**config.mk**
```make
export PLATFORM = sky130hd
export DESIGN_NAME = inst_fetch
export DESIGN_NICKNAME = d
export VERILOG_FILES = /design/src/rtl/inst_fetch.sv
export SDC_FILE = /design/constraint.sdc
export NUM_CORES = 1
export LEC_CHECK = 0
export CELL_PAD_IN_SITES_DETAIL_PLACEMENT = 0
export CELL_PAD_IN_SITES_GLOBAL_PLACEMENT = 1
export CORE_UTILIZATION = 41
export CTS_CLUSTER_SIZE = 30
export DETAILED_ROUTE_END_ITERATION = 12
export PLACE_DENSITY = 0.85
export SLEW_MARGIN = 20
export SYNTH_ARGS = -nofsm -noshare
export SYNTH_HDL_FRONTEND = slang
export SYNTH_SLANG_ARGS = --single-unit
```
**constraint.sdc**
```tcl
create_clock -name clk_50MHz -period 4.75 [get_ports clk_50MHz]
set_input_delay 0.475 -clock clk_50MHz [delete_from_list [all_inputs] [get_ports clk_50MHz]]
set_output_delay 0.475 -clock clk_50MHz [all_outputs]
set_load 0.02 [all_outputs]
```
**src/rtl/inst_fetch.sv**
```systemverilog
// IF stage plus IF/ID register: PC, instruction SRAM read port, stall/redirect handling.
// Define FETCH_BUFFER_EN to replace the single hold register with a 2-entry prefetch FIFO.
module inst_fetch #(
  parameter int                ADDR_W   = 16,
  parameter int                INST_W   = 16,
  parameter logic [ADDR_W-1:0] RESET_PC = '0,
  parameter logic [INST_W-1:0] NOP_INST = 'h0800
) (
  input  logic              clk_50MHz,
  input  logic              rst,
  input  logic              stall,
  input  logic              redirect_valid,
  input  logic [ADDR_W-1:0] redirect_pc,
  output logic              mem_req,
  output logic [ADDR_W-1:0] mem_addr,
  input  logic [INST_W-1:0] mem_rdata,
  input  logic              mem_ack,
  output logic [INST_W-1:0] inst_out,
  output logic [ADDR_W-1:0] pc_out,
  output logic              inst_valid,
  output logic [1:0]        o_dbg_state
);

  // Handshake: a read is outstanding in every cycle with mem_req=1 and completes in
  // the cycle mem_ack=1, which is the only cycle mem_rdata is sampled; an ack seen
  // while mem_req=0 or while redirect_valid=1 is ignored.
  logic [ADDR_W-1:0] r_pc, w_pc_nxt;
  logic [INST_W-1:0] r_inst, w_inst_nxt;
  logic [ADDR_W-1:0] r_pc_out, w_pc_out_nxt;
  logic              r_valid, w_valid_nxt;
  logic              w_mem_req;
  logic              w_ack;

  assign mem_addr   = r_pc;
  assign mem_req    = w_mem_req;
  assign w_ack      = mem_ack & w_mem_req;
  assign inst_out   = r_inst;
  assign pc_out     = r_pc_out;
  assign inst_valid = r_valid;

`ifdef FETCH_BUFFER_EN
  logic [INST_W-1:0] r_q0_inst, r_q1_inst, w_q0_inst_nxt, w_q1_inst_nxt;
  logic [ADDR_W-1:0] r_q0_pc, r_q1_pc, w_q0_pc_nxt, w_q1_pc_nxt;
  logic [1:0]        r_count, w_count_nxt, w_count_left;
  logic              w_pop, w_push;

  // Request gated by reset so the port is quiet while rst is low.
  assign w_mem_req   = rst & (r_count != 2'd2);
  assign o_dbg_state = r_count;

  always_comb begin
    w_pc_nxt      = r_pc;
    w_inst_nxt    = r_inst;
    w_pc_out_nxt  = r_pc_out;
    w_valid_nxt   = r_valid;
    w_q0_inst_nxt = r_q0_inst;
    w_q1_inst_nxt = r_q1_inst;
    w_q0_pc_nxt   = r_q0_pc;
    w_q1_pc_nxt   = r_q1_pc;
    w_count_nxt   = r_count;
    w_count_left  = r_count;
    w_pop         = 1'b0;
    w_push        = 1'b0;
    if (redirect_valid) begin
      w_pc_nxt    = redirect_pc;
      w_inst_nxt  = NOP_INST;
      w_valid_nxt = 1'b0;
      w_count_nxt = 2'd0;
    end else begin
      w_pop  = ~stall & (r_count != 2'd0);
      w_push = w_ack & (stall | (r_count != 2'd0));
      if (!stall) begin
        if (r_count != 2'd0) begin
          w_inst_nxt   = r_q0_inst;
          w_pc_out_nxt = r_q0_pc;
          w_valid_nxt  = 1'b1;
        end else if (w_ack) begin
          w_inst_nxt   = mem_rdata;
          w_pc_out_nxt = r_pc;
          w_valid_nxt  = 1'b1;
        end else begin
          w_inst_nxt  = NOP_INST;
          w_valid_nxt = 1'b0;
        end
      end
      // Shift the head out first, then append behind whatever remains.
      if (w_pop) begin
        w_q0_inst_nxt = r_q1_inst;
        w_q0_pc_nxt   = r_q1_pc;
        w_count_left  = r_count - 2'd1;
      end
      if (w_push) begin
        if (w_count_left == 2'd0) begin
          w_q0_inst_nxt = mem_rdata;
          w_q0_pc_nxt   = r_pc;
        end else begin
          w_q1_inst_nxt = mem_rdata;
          w_q1_pc_nxt   = r_pc;
        end
      end
      w_count_nxt = w_count_left + {1'b0, w_push};
      if (w_ack) w_pc_nxt = r_pc + ADDR_W'(1);
    end
  end

  always_ff @(posedge clk_50MHz or negedge rst) begin
    if (!rst) begin
      r_q0_inst <= NOP_INST;
      r_q1_inst <= NOP_INST;
      r_q0_pc   <= '0;
      r_q1_pc   <= '0;
      r_count   <= 2'd0;
    end else begin
      r_q0_inst <= w_q0_inst_nxt;
      r_q1_inst <= w_q1_inst_nxt;
      r_q0_pc   <= w_q0_pc_nxt;
      r_q1_pc   <= w_q1_pc_nxt;
      r_count   <= w_count_nxt;
    end
  end
`else
  typedef enum logic [1:0] {
    S_FETCH = 2'd0,
    S_HOLD  = 2'd1
  } state_t;

  state_t            r_state, w_state_nxt;
  logic [INST_W-1:0] r_hold_inst, w_hold_inst_nxt;
  logic [ADDR_W-1:0] r_hold_pc, w_hold_pc_nxt;

  // Request gated by reset so the port is quiet while rst is low.
  assign w_mem_req   = rst & (r_state == S_FETCH);
  assign o_dbg_state = r_state;

  always_ff @(posedge clk_50MHz or negedge rst) begin
    if (!rst) r_state <= S_FETCH;
    else      r_state <= w_state_nxt;
  end

  always_comb begin
    w_state_nxt     = r_state;
    w_pc_nxt        = r_pc;
    w_inst_nxt      = r_inst;
    w_pc_out_nxt    = r_pc_out;
    w_valid_nxt     = r_valid;
    w_hold_inst_nxt = r_hold_inst;
    w_hold_pc_nxt   = r_hold_pc;
    if (redirect_valid) begin
      w_state_nxt     = S_FETCH;
      w_pc_nxt        = redirect_pc;
      w_inst_nxt      = NOP_INST;
      w_valid_nxt     = 1'b0;
      w_hold_inst_nxt = NOP_INST;
      w_hold_pc_nxt   = '0;
    end else begin
      case (r_state)
        S_FETCH: begin
          if (!stall) begin
            if (w_ack) begin
              w_inst_nxt   = mem_rdata;
              w_pc_out_nxt = r_pc;
              w_valid_nxt  = 1'b1;
              w_pc_nxt     = r_pc + ADDR_W'(1);
            end else begin
              w_inst_nxt  = NOP_INST;
              w_valid_nxt = 1'b0;
            end
          end else if (w_ack) begin
            // IF/ID is frozen, so park the returned word until the stall lifts.
            w_hold_inst_nxt = mem_rdata;
            w_hold_pc_nxt   = r_pc;
            w_pc_nxt        = r_pc + ADDR_W'(1);
            w_state_nxt     = S_HOLD;
          end
        end
        S_HOLD: begin
          if (!stall) begin
            w_inst_nxt   = r_hold_inst;
            w_pc_out_nxt = r_hold_pc;
            w_valid_nxt  = 1'b1;
            w_state_nxt  = S_FETCH;
          end
        end
        default: w_state_nxt = S_FETCH;
      endcase
    end
  end

  always_ff @(posedge clk_50MHz or negedge rst) begin
    if (!rst) begin
      r_hold_inst <= NOP_INST;
      r_hold_pc   <= '0;
    end else begin
      r_hold_inst <= w_hold_inst_nxt;
      r_hold_pc   <= w_hold_pc_nxt;
    end
  end
`endif

  always_ff @(posedge clk_50MHz or negedge rst) begin
    if (!rst) begin
      r_pc     <= RESET_PC;
      r_inst   <= NOP_INST;
      r_pc_out <= '0;
      r_valid  <= 1'b0;
    end else begin
      r_pc     <= w_pc_nxt;
      r_inst   <= w_inst_nxt;
      r_pc_out <= w_pc_out_nxt;
      r_valid  <= w_valid_nxt;
    end
  end

endmodule

```
==> flow_summary_export.csv, run 1 <==
group,metric,value,unit
outcome,outcome,"finished clean",
logic_synthesis,synth_top_cell_by_area,"dfrtp_1",
route,vias_per_cell,5.53,
clock_tree,cts_buffers,9,
setup_path,reg2regPathDepth,4,
clock_tree,cts.clk_slew.worst_paths,80,ps
route,drt_iter0_drc,127,
timing,max_clock_freq,0.364,GHz
timing,hold_viol,0,
run,cap_viol_max_count,0,
grt,antenna_found_initial,0,
logic_synthesis,synth-xor-area-share,2.38,%
die,die_w,96.7,µm
logic_synthesis,synth_edf_count,0,
clock_tree,cts_hold_buf,0,
logic_synthesis,synth_warnings,0,
grt,grt_max_degree,49,
route,wl_per_cell,16.3,µm
timing,maxSlewHeadroom,44.9,%
cells_and_area,multi_input_area,0.00148,mm²
cells_and_area,fillers,799,
setup_path,critPathKind,"register to output port",
timing,whs,80.6,ps
logic_synthesis,yosysMostFrequentCell,"dfrtp_1",
clock_tree,cts-resized-gates,0,
route,wl,8.58,mm
placed_design,numPortBuffers,87,
worst_hold_path,hold_class,"input port to async pin",
route,dr.pass1.iters,4,
die,start_util,42.3,%
power_and_ir_drop,irDropWorstVdd,0.133,mV
cells_and_area,drive_gt1_share,7.67,%
logic_synthesis,synthTopCellsByArea,"dfrtp_1, a22o_1, mux2i_1",
die,io_pins,89,
logic_synthesis,ys_types,41,
timing,maxSlewViolCount,0,
die,die_h,96.7,µm
cells_and_area,diodes,0,
setup_path,crit_arrival,2270,ps
power_and_ir_drop,p_leak,2.00,nW
logic_synthesis,ys_ff_latch,82,
logic_synthesis,async_flop_share,100,%
logic_synthesis,ys_seq_area_share,55.9,%
cells_and_area,area_growth_syn_to_layout,30.3,%
logic_synthesis,netlist_area,0.00367,mm²
route,drc_errors,0,
clock_tree,cts_tree,"done",
clock_tree,clkSinkCount,82,
timing,period_share,57.8,%
clock_tree,cts_htree_levels,3,
clock_tree,clock_latency,350,ps
logic_synthesis,synthAdderAreaFrac,0.341,%
timing,setup_violations,0,
route,vias,2901,
cells_and_area,regArea,0.00205,mm²
timing,tightest_slew,827,ps
clock_tree,cts_buffer_depth,2,
logic_synthesis,synth_top_area_share,54.5,%
clock_tree,postCtsSetupBuffers,0,
logic_synthesis,synth_mux_area_share,4.63,%
timing,grt_setup_unrepaired,"false",
setup_path,cp_max_fo,22,
power_and_ir_drop,powerDensity,353,mW/mm²
cells_and_area,nNetsFinal,451,
route,ant_nets,0,
timing,clock_skew,7.78,ps
setup_path,critPathRequiredTime,4280,ps
timing,period_minus_slack,2750,ps
die,row_count,34,
grt,grt_overflow,0,
setup_path,cp-start-kind,"register",
placed_design,gp_congestion,0.768,
logic_synthesis,synth_simple_gate_area_share,15.8,%
clock_tree,root_buffer,"clkbuf_8",
setup_path,end_kind,"output port",
logic_synthesis,syn_avg_cell_area,10.9,µm²
logic_synthesis,synth_compound_area_share,16.9,%
timing,finalSetupTns,0,ps
grt,grtUsageTotal,19.4,%
logic_synthesis,syn-num-nets,375,
placed_design,dpl.hpwl,5.87,mm
logic_synthesis,synth_common_cells,"dfrtp_1, nand2_1, a22o_1",
die,die-area,0.00934,mm²
grt,grt_pass1_wl,14.5,mm
logic_synthesis,synth_top_family_by_area,"compound AO/OA/AOI/OAI gates",
logic_synthesis,ys.flop_type,"dfrtp_1",
die,core,0.00868,mm²
grt,grt_pass1_vias,2838,
logic_synthesis,netlist_instances,337,
cells in the final DEF (no fill, tap or decap), types with 3 or more instances in the layout:
master / instances
a21oi_1: 7
a221oi_1: 15
a22o_1: 27
a31oi_1: 3
and3_2: 3
buf_4: 5
clkbuf_8: 9
clkdlybuf4s50_1: 85
dfrtp_1: 80
inv_1: 3
mux2i_1: 17
nand2_1: 39
nand3_1: 8
nand4_1: 6
nor2_1: 5
nor2b_1: 16
nor3_1: 18
o21ai_0: 18
o21ai_1: 12
or4_1: 3
xnor2_1: 4
xor2_1: 6
metrics by stage:
stage	utilization, %	cell area [µm²]	setup slack [ps]	std cells	power, W
2_1_floorplan	-	3670	2970	337	0.000986
3_3_place_gp	52.7	4570	2040	510	0.00116
3_5_place_dp	52.7	4570	1930	510	0.00117
4_1_cts	55.1	4780	1990	525	0.00170
5_1_grt	55.1	4790	1880	525	0.00177
6_report	55.1	4790	2000	525	0.00169
final timing paths:
kind	startpoint	endpoint	slack, ps
worst min register to register	pc_out[13]	pc_out[13]	480
max in group asynchronous	rst	pc_out[11]	3670
min in group clk_50MHz	pc_out[13]	pc_out[13]	480
worst max-delay path	o_dbg_state[0]	mem_req	2000
worst min-delay path	rst	r_hold_inst[1]	80
worst max register to register	o_dbg_state[0]	mem_addr[13]	2280
power by group:
part           total [W]  leakage, nW  switching (W)  internal, W
logic           0.000343        0.833       0.000180     0.000164
clock network   0.000535       0.0984       0.000243     0.000292
registers       0.000810         1.07      0.0000526     0.000757
state kept, by name, summed over array words and instances (netlist names):
| name | flops |
|---|---|
| inst_out | 16 |
| mem_addr | 16 |
| pc_out | 16 |
| r_hold_inst | 16 |
| r_hold_pc | 16 |
| inst_valid | 1 |
| o_dbg_state | 1 |
cell families (layout without fill, tap and decap cells):
logic type | after synthesis | in the layout
simple gates | 109 | 109
compound gates | 87 | 87
flops | 82 | 82
buf+inv | 30 | 110
mux | 17 | 17
xor+xnor | 10 | 10
fa+ha+maj | 1 | 1
other cells | 1 | 1
worst max-delay path, stage by stage (launching register included):
cell	delay, ps
dfrtp_1	610
buf_4	360
nor2b_1	280
clkdlybuf4s50_1	660
area by class of cell:
cell class	count	area share [%]
sequential	82	42.9
multi-input combinational	225	30.9
timing repair buffer	91	18.7
tap	108	2.82
clock buffer	10	2.67
clock inverter	5	1.67
inverter	4	0.314
routing by layer:
layer,routed length (µm),share of wire [%],global-route usage (%)
met5,0,0,0
met4,165,1.9,8.84
met3,413,4.8,2.75
met2,3880,45,28.5
met1,4120,48,28.6
(Power assumes the default switching activity.)
==> inputs of run 2 (changes only) <==
--- a/config.mk
+++ b/config.mk
@@ -7,10 +7,10 @@
 export LEC_CHECK = 0
 export CELL_PAD_IN_SITES_DETAIL_PLACEMENT = 0
 export CELL_PAD_IN_SITES_GLOBAL_PLACEMENT = 1
-export CORE_UTILIZATION = 41
+export CORE_UTILIZATION = 38
 export CTS_CLUSTER_SIZE = 30
 export DETAILED_ROUTE_END_ITERATION = 12
-export PLACE_DENSITY = 0.85
+export PLACE_DENSITY = 0.79
 export SLEW_MARGIN = 20
 export SYNTH_ARGS = -nofsm -noshare
 export SYNTH_HDL_FRONTEND = slang
==> constraint.sdc (replaced) <==
create_clock -name clk_50MHz -period 2.7 [get_ports clk_50MHz]
set_input_delay 0.27 -clock clk_50MHz [delete_from_list [all_inputs] [get_ports clk_50MHz]]
set_output_delay 0.27 -clock clk_50MHz [all_outputs]
set_load 0.02 [all_outputs]
==> flow_summary_export.csv, run 2 (same netlist as run 1, synthesis figures left out) <==
group,metric,value,unit
route,dr.pass1.iters,4,
power_and_ir_drop,irDropWorstVdd,0.209,mV
placed_design,gp_congestion,0.736,
clock_tree,clkSinkCount,82,
run,cap_viol_max_count,0,
route,ant_nets,0,
route,routed-wl-met3,356,µm
power_and_ir_drop,powerDensity,591,mW/mm²
grt,grt_overflow,0,
clock_tree,cts_buffers,9,
setup_path,critPathRequiredTime,2430,ps
timing,hold_viol,0,
timing,max_clock_freq,0.427,GHz
route,drt_iter0_drc,169,
outcome,outcome,"finished clean",
worst_hold_path,hold_class,"input port to register",
placed_design,numPortBuffers,87,
timing,period_share,86.7,%
setup_path,reg2reg_slack,670,ps
setup_path,cp-start-kind,"register",
setup_path,r2r-end,"mem_addr[13]",
worst_hold_path,whs_endpoint,"mem_addr[12]",
placed_design,dpl.hpwl,6.09,mm
cells_and_area,area_growth_syn_to_layout,31.1,%
die,core,0.00928,mm²
setup_path,crit_arrival,2070,ps
cells_and_area,layout_commonest_cell,"clkdlybuf4s50_1",
route,wl,8.84,mm
grt,grt_max_degree,43,
worst_hold_path,hold_depth,3,
timing,finalWorstSetupSlack,359,ps
grt,grtUsageTotal,18.8,%
grt,grt_pass1_wl,14.6,mm
route,drc_errors,0,
die,die-area,0.0101,mm²
die,io_pins,89,
timing,clock_skew,9.06,ps
cells_and_area,diodes,0,
clock_tree,cts_htree_levels,3,
timing,period_minus_slack,2340,ps
placed_design,pre_cts_ws,381,ps
worst_hold_path,min_from,"redirect_valid",
route,vias,2867,
route,wl_per_cell,16.0,µm
timing,grt_setup_unrepaired,"false",
timing,finalSetupTns,0,ps
timing,maxSlewHeadroom,34.7,%
die,die_h,100,µm
grt,grt_pass1_vias,2766,
setup_path,end_kind,"output port",
die,start_util,39.6,%
power_and_ir_drop,p_leak,2.01,nW
clock_tree,root_buffer,"clkbuf_8",
cells_and_area,layout_common_cells,"clkdlybuf4s50_1, dfrtp_1, nand2_1, a22o_1",
setup_path,critPathKind,"register to output port",
setup_path,cp_max_fo,30,
timing,setup_violations,0,
clock_tree,cts_buffer_depth,2,
setup_path,reg2reg_from,"o_dbg_state[0]",
power_and_ir_drop,total_power,0.00285,W
clock_tree,cts.clk_slew.worst_paths,90,ps
setup_path,reg2regPathDepth,4,
route,top_layer,"met4",
route,vias_per_cell,5.19,
die,die_w,100,µm
die,row_count,35,
timing,maxSlewViolCount,0,
timing,tightest_slew,980,ps
route,dr_wl_met2,4.07,mm
route,drt-met1-wl,4.32,mm
clock_tree,cts_tree,"done",
clock_tree,clock_latency,360,ps
cells_and_area,drive_gt1_share,8.75,%
grt,antenna_found_initial,0,
cells_and_area,nNetsFinal,456,
## run 2: changes by cell type in the layout (fill, tap and decap cells not counted)
cell,before,now
dlygate4sd3_1,0,1
bufinv_16,2,0
nor2_2,0,1
or3_2,1,0
inv_6,0,2
or3_1,2,3
clkinvlp_4,2,3
clkinv_4,0,1
buf_4,5,9
clkbuf_1,1,0
nor2_4,1,0
## run 2: routing by layer
metal | vias to the layer above | track usage, %
li1 | 1384 | -
met1 | 1412 | 27.4
met2 | 64 | 28.5
met3 | 7 | 3.62
met4 | 0 | 5.69
met5 | - | 0
## run 2: worst max-delay path, stage by stage, from the launching register on
cell and delay, ps:
dfrtp_1 550, buf_4 470, clkdlybuf4s50_1 690
## run 2: worst max path at each step
stage	startpoint	slack, ps	to	depth (start not counted)
floorplan	o_dbg_state[0]	920	r_hold_pc[7]	6
global placement	mem_ack	430	pc_out[0]	4
CTS	o_dbg_state[0]	340	o_dbg_state[0]	2
global route	o_dbg_state[0]	220	o_dbg_state[0]	2
detailed placement	mem_ack	380	inst_valid	4
finish	o_dbg_state[0]	360	o_dbg_state[0]	2
## run 2: area by class of cell
class,instances,area (µm²)
Clock buffer,9,124
Clock inverter,7,53.8
Fill cell,885,4470
Inverter,4,15.0
Multi-Input combinational cell,225,1470
Sequential cell,82,2050
Tap cell,129,161
Timing Repair Buffer,96,933
## run 2: where the power goes
| group | switching [W] | internal [W] |
|---|---|---|
| Combinational | 0.000314 | 0.000291 |
| Sequential | 0.0000968 | 0.00133 |
| Clock | 0.000472 | 0.000340 |
| Total | 0.000882 | 0.00196 |
## run 2: per-stage QoR
step | hold WS, ps | cells | area [µm²] | util, %
2_1_floorplan | -25.6 | 337 | 3670 | -
3_3_place_gp | 82.0 | 535 | 4630 | 49.9
3_5_place_dp | 84.2 | 535 | 4630 | 49.9
4_1_cts | 232 | 552 | 4820 | 51.9
5_1_grt | 250 | 552 | 4820 | 51.9
6_report | 240 | 552 | 4820 | 51.9
## run 2: what timing repair did
item                       4_1_cts  5_1_grt
setup endpoints to repair        0        0
setup buffers                    0        0
hold endpoints to repair         1        0
hold buffers                     1        0
resized for setup                0        0
